<file path="config.mk">
export PLATFORM = sky130hd
export DESIGN_NAME = mux_rr_nto1
export DESIGN_NICKNAME = d
export VERILOG_FILES = /design/src/rtl/mux_rr_nto1.sv
export SDC_FILE = /design/constraint.sdc
export NUM_CORES = 1
export LEC_CHECK = 0
export CAP_MARGIN = 40
export CELL_PAD_IN_SITES_DETAIL_PLACEMENT = 1
export CELL_PAD_IN_SITES_GLOBAL_PLACEMENT = 2
export CORE_ASPECT_RATIO = 1.25
export CORE_UTILIZATION = 31
export CTS_CLUSTER_DIAMETER = 60
export DETAILED_ROUTE_END_ITERATION = 10
export MAX_ROUTING_LAYER = met4
export PLACE_DENSITY = 0.85
export SYNTH_ARGS = -nofsm -noshare
export SYNTH_HDL_FRONTEND = slang
export SYNTH_SLANG_ARGS = --single-unit
</file>
<file path="constraint.sdc">
create_clock -name clk -period 6.2 [get_ports clk]
set_input_delay 1.24 -clock clk [delete_from_list [all_inputs] [get_ports clk]]
set_output_delay 1.24 -clock clk [all_outputs]
set_load 0.1 [all_outputs]
</file>
<file path="src/rtl/mux_rr_nto1.sv">
// -----------------------------------------------------------------------------
// mux_rr_nto1
// N-to-1 multiplexer with a one-word registered output stage. Channel choice
// is either fixed (mode=0, channel sel) or round-robin among valid channels
// (mode=1). The round-robin pointer remembers the last granted channel in
// both modes, so a switch into round-robin resumes after that channel.
//
// Handshake: every channel and the output use valid/ready. A word moves when
// valid and ready are both high in the same cycle. Ready never depends on the
// data. Valid, once raised by this block on the output, stays high with data
// and channel unchanged until accepted or reset.
//
// Ports
//   clk       : clock, rising edge
//   rst_n     : synchronous active-low reset
//   in_data   : N*W flattened channel data, channel i at [i*W +: W]
//   in_valid  : per-channel valid
//   in_ready  : per-channel ready, one-hot or zero
//   mode      : 0 = fixed select via sel, 1 = round-robin
//   sel       : channel index for fixed mode
//   out_data  : registered selected word
//   out_chan  : registered index of the source channel
//   out_valid : output holds an unaccepted word (this is the FSM state)
//   out_ready : downstream accept
// -----------------------------------------------------------------------------
module mux_rr_nto1 #(
  parameter  int N  = 8,
  parameter  int W  = 1,
  localparam int SW = $clog2(N)
) (
  input  logic            clk,
  input  logic            rst_n,
  input  logic [N*W-1:0]  in_data,
  input  logic [N-1:0]    in_valid,
  output logic [N-1:0]    in_ready,
  input  logic            mode,
  input  logic [SW-1:0]   sel,
  output logic [W-1:0]    out_data,
  output logic [SW-1:0]   out_chan,
  output logic            out_valid,
  input  logic            out_ready
);

  typedef enum logic {
    ST_EMPTY = 1'b0,
    ST_FULL  = 1'b1
  } state_e;

  state_e        state_q, state_d;
  logic [W-1:0]  data_q, data_d;
  logic [SW-1:0] chan_q, chan_d;
  logic [SW-1:0] ptr_q, ptr_d;

  logic          load_en;
  logic          grant_vld;
  logic [SW-1:0] grant_idx;
  logic [W-1:0]  grant_data;
  logic [SW:0]   rr_idx;

  // The stage can take a word when empty, or when full and draining this cycle.
  // Held low during reset so no upstream word is consumed and then lost.
  assign load_en = rst_n && ((state_q == ST_EMPTY) || out_ready);

  // Grant selection.
  always_comb begin
    grant_vld = 1'b0;
    grant_idx = '0;
    rr_idx    = '0;
    if (!mode) begin
      // Compare against each legal index so an out-of-range sel never matches.
      for (int i = 0; i < N; i++) begin
        if (sel == SW'(i) && in_valid[i]) begin
          grant_vld = 1'b1;
          grant_idx = SW'(i);
        end
      end
    end else begin
      // Walk offsets from N down to 1 and let later hits overwrite earlier
      // ones, so the smallest offset after ptr wins and ptr itself
      // (offset N) is the last resort.
      for (int k = N; k >= 1; k--) begin
        rr_idx = {1'b0, ptr_q} + (SW+1)'(k);
        if (rr_idx >= (SW+1)'(N)) begin
          rr_idx = rr_idx - (SW+1)'(N);
        end
        if (in_valid[rr_idx[SW-1:0]]) begin
          grant_vld = 1'b1;
          grant_idx = rr_idx[SW-1:0];
        end
      end
    end
  end

  // Data mux and one-hot ready.
  always_comb begin
    grant_data = '0;
    in_ready   = '0;
    for (int i = 0; i < N; i++) begin
      if (grant_idx == SW'(i)) begin
        grant_data  = in_data[i*W +: W];
        in_ready[i] = grant_vld && load_en;
      end
    end
  end

  // Next state for the output stage and pointer.
  always_comb begin
    state_d = state_q;
    data_d  = data_q;
    chan_d  = chan_q;
    ptr_d   = ptr_q;
    if (load_en) begin
      if (grant_vld) begin
        state_d = ST_FULL;
        data_d  = grant_data;
        chan_d  = grant_idx;
        ptr_d   = grant_idx;
      end else begin
        state_d = ST_EMPTY;
      end
    end
  end

  always_ff @(posedge clk) begin
    if (!rst_n) begin
      state_q <= ST_EMPTY;
      data_q  <= '0;
      chan_q  <= '0;
      // Start at N-1 so the first round-robin search begins at channel 0.
      ptr_q   <= SW'(N - 1);
    end else begin
      state_q <= state_d;
      data_q  <= data_d;
      chan_q  <= chan_d;
      ptr_q   <= ptr_d;
    end
  end

  assign out_valid = (state_q == ST_FULL);
  assign out_data  = data_q;
  assign out_chan  = chan_q;

endmodule

</file>
==> flow_metrics.py <==
metrics = {
    "timing": {
        "drv_slew": 0,
        "fin_crit_sh_pct": 92.6,
        "worst_pin_slew_ns": 0.731,
        "setup_viol": 0,
        "fin_skew_ns": 0.000310,
        "hold_viol_final": 0,
        "fin_hold_ws_ns": 0.479,
        "finalSetupTns_ns": 0,
        "period_needed_ns": 5.74,
        "maxSlewHeadroom_pct": 50.8,
        "rsz0062_at_grt": "false",
        "fmax_mhz": 174,
        "worst_slack_ns": 0.459,
    },
    "drt": {
        "drc": 0,
        "ant_nets": 0,
        "wl_mm": 4.40,
        "routed-via-count": 1356,
        "via_per_inst": 5.65,
        "routedWlPerCell_um": 18.4,
        "drt_iter0_markers": 55,
        "drt_pre_antenna_iters": 4,
    },
    "power": {
        "power_density_nw_per_um2": 495,
        "ir_worst_vdd_mv": 0.266,
        "p_leak_uw": 0.000740,
    },
    "synthesis": {
        "synth_edf_count": 0,
        "synth.most_common_cell": "nor2_1",
        "ys_seq_elements": 8,
        "synth.top_cells.by_count": "15 x nor2_1, 12 x mux4_2, 12 x nand2_1, 11 x mux2i_1, 8 x dfxtp_1",
        "synth.largest_area_cell": "mux4_2",
        "seq_area_frac_synth_pct": 12.1,
        "synth_area_um2": 1320,
        "synthesis.instances": 145,
        "yosysUniqueCellTypes": 50,
        "ys.warnings.count": 0,
        "yosysTopAreaCellShare_pct": 20.4,
        "syn-num-nets": 170,
        "synth_flop_cell": "dfxtp_1",
        "async_flop_share_pct": 0,
        "syn-mean-instance-area_um2": 9.13,
        "synth_area_leaders": "mux4_2 20%, dfxtp_1 12%, mux2i_1 8.3%",
    },
    "setup_path": {
        "crit_type": "primary input to output port",
        "slowest_stage": "mux4_2",
        "worstPathMaxFanout": 9,
        "cp_top_family": "simple AND/OR/NAND/NOR gates",
        "setup.worst_path.start_class": "primary input",
        "reg2reg_from": "ptr_q[0]",
        "critPathCaptureType": "output port",
        "path_depth": 10,
        "path_buf_inv": 2,
        "critPathArrivalTime_ns": 4.50,
        "reg2regPathDepth": 12,
        "crit_start": "in_valid[3]",
        "cp.required_ns": 4.96,
        "cp_slowest_stage_delay_ns": 0.59,
        "path_cells": "clkdlybuf4s50_1 -> mux4_2 -> mux2i_1 -> a21boi_0 -> o32ai_1 -> nor3_2 -> nand2_1 -> or2_2 -> nor2_1 -> buf_12",
    },
    "clocking": {
        "cts_setup_buffers": 0,
        "cts-buffers-inserted": 3,
        "path_clk_slew_ns": 0.04,
        "cts_tree": "yes",
        "hold_buffers": 0,
        "numClockSinks": 8,
        "clock_latency_ns": 0.23,
        "cts_root_buf": "clkbuf_8",
        "h-tree-depth": 1,
        "clockBufferDepth": 2,
        "cts_resized": 0,
    },
    "floorplan": {
        "start_util_pct": 32.3,
        "die-height_um": 75.1,
        "row_count": 26,
        "core_um2": 4100,
        "io_pins": 36,
        "fp.dieW_um": 60.5,
        "die-area_um2": 4540,
    },
    "final_layout": {
        "finalNonFillerCells": 240,
        "diodes": 0,
        "utilization_pct": 46.6,
        "syn_to_final_growth_pct": 44.2,
        "layout.nets": 211,
        "drive_gt1_share_pct": 25.0,
    },
    "placement": {
        "place_inst": 237,
        "dp_hpwl_mm": 3.55,
        "port_buffers": 35,
        "pre_cts_slack_ns": 0.473,
        "gp_congestion": 0.875,
    },
    "global_route": {
        "grtUsageMet2_pct": 39.7,
        "antenna_found_initial": 0,
        "use_met1_pct": 25.4,
        "grt_pass1_vias": 1504,
        "grt_pass1_wl_mm": 7.27,
        "grt_max_degree": 15,
        "grt_busiest_layer": "met2",
        "grt_use_total_pct": 22.1,
        "use_met3_pct": 1.37,
        "gr-total-overflow": 0,
    },
    "run_status": {
        "status": "completed",
    },
    "hold_path": {
        "holdCritPathClass": "flip-flop to flip-flop",
        "hold_depth": 1,
        "min_from": "out_data",
    },
    "flow_run": {
        "maxCapViolCount": 0,
    },
}
[per-layer routing]
layer	wire (µm)	vias up
li1	-	648
met1	1850	673
met2	2360	24
met3	81	11
met4	110	0
met5	0	-
[final cells by class]
| cell class | instances | area (µm²) |
|---|---|---|
| flip-flops and latches | 8 | 160 |
| well taps | 56 | 70.1 |
| inverters | 7 | 26.3 |
| clock buffers | 3 | 41.3 |
| repair buffers | 42 | 508 |
| fillers | 488 | 2190 |
| multi-input cells | 124 | 1100 |
[kinds of logic (layout without fill, tap and decap cells)]
group,count (synthesis),count (layout),synth area share [%]
XOR/XNOR,5,5,3.31
AO/OA/AOI/OAI,34,34,22.9
AND/OR/NAND/NOR,54,54,21.2
buffers and inverters,13,52,4.54
adder cells (fa/ha/maj),2,2,1.89
multiplexers,29,29,34.1
flip-flops,8,8,12.1
[power breakdown]
part           leakage [µW]  internal [µW]  switching, µW
logic              0.000652            327            469
registers         0.0000664           65.6           19.0
clock network     0.0000216           42.2           22.6
[registers in the layout, indices dropped and copies added (netlist names)]
register	cells
ptr_q	3
out_valid	1
out_data	1
out_chan	3
[worst register-to-register path, stage by stage, from the launching register on]
cell,delay (ns)
dfxtp_1,0.30
buf_4,0.23
inv_1,0.13
ha_1,0.50
mux4_2,0.62
mux2_4,0.31
a211oi_2,0.25
nor2_2,0.10
o311ai_4,0.32
o311ai_4,0.23
nand2b_4,0.20
or3b_1,0.36
a32o_1,0.26
[metrics by stage]
step / total power [µW] / area (µm²)
after floorplan: 684 / 1320
after global placement: 843 / 1780
after detailed placement: 879 / 1870
after CTS: 948 / 1910
after global routing: 1010 / 1910
final: 945 / 1910
[path summary, 6_finish.rpt]
check           endpoint  slack (ns)
min reg2reg     out_data        0.48
max          in_ready[4]        0.46
max reg2reg     out_data        2.28
min             out_data        0.48
[cell usage in the layout, fill, tap and decap left out, types with 2 or more instances in the layout]
cell type        instances
nand3_1                  4
dfxtp_1                  8
xnor2_1                  2
mux2_2                   4
nor3b_1                  2
or3_1                    3
nand2_1                 12
nor4_1                   2
nor3_1                   3
ha_1                     2
nor2b_1                  3
inv_1                    7
o311ai_4                 2
mux4_2                  12
a21boi_0                 2
nor2_1                  15
buf_12                   6
clkbuf_8                 3
o21ai_0                  7
a21oi_1                  2
buf_8                    4
mux2i_1                 11
a21o_1                   2
a22oi_1                  4
and3_1                   2
buf_4                    4
clkdlybuf4s50_1         27
a211oi_1                 2
xor2_1                   3
(Power assumes the default switching activity.)
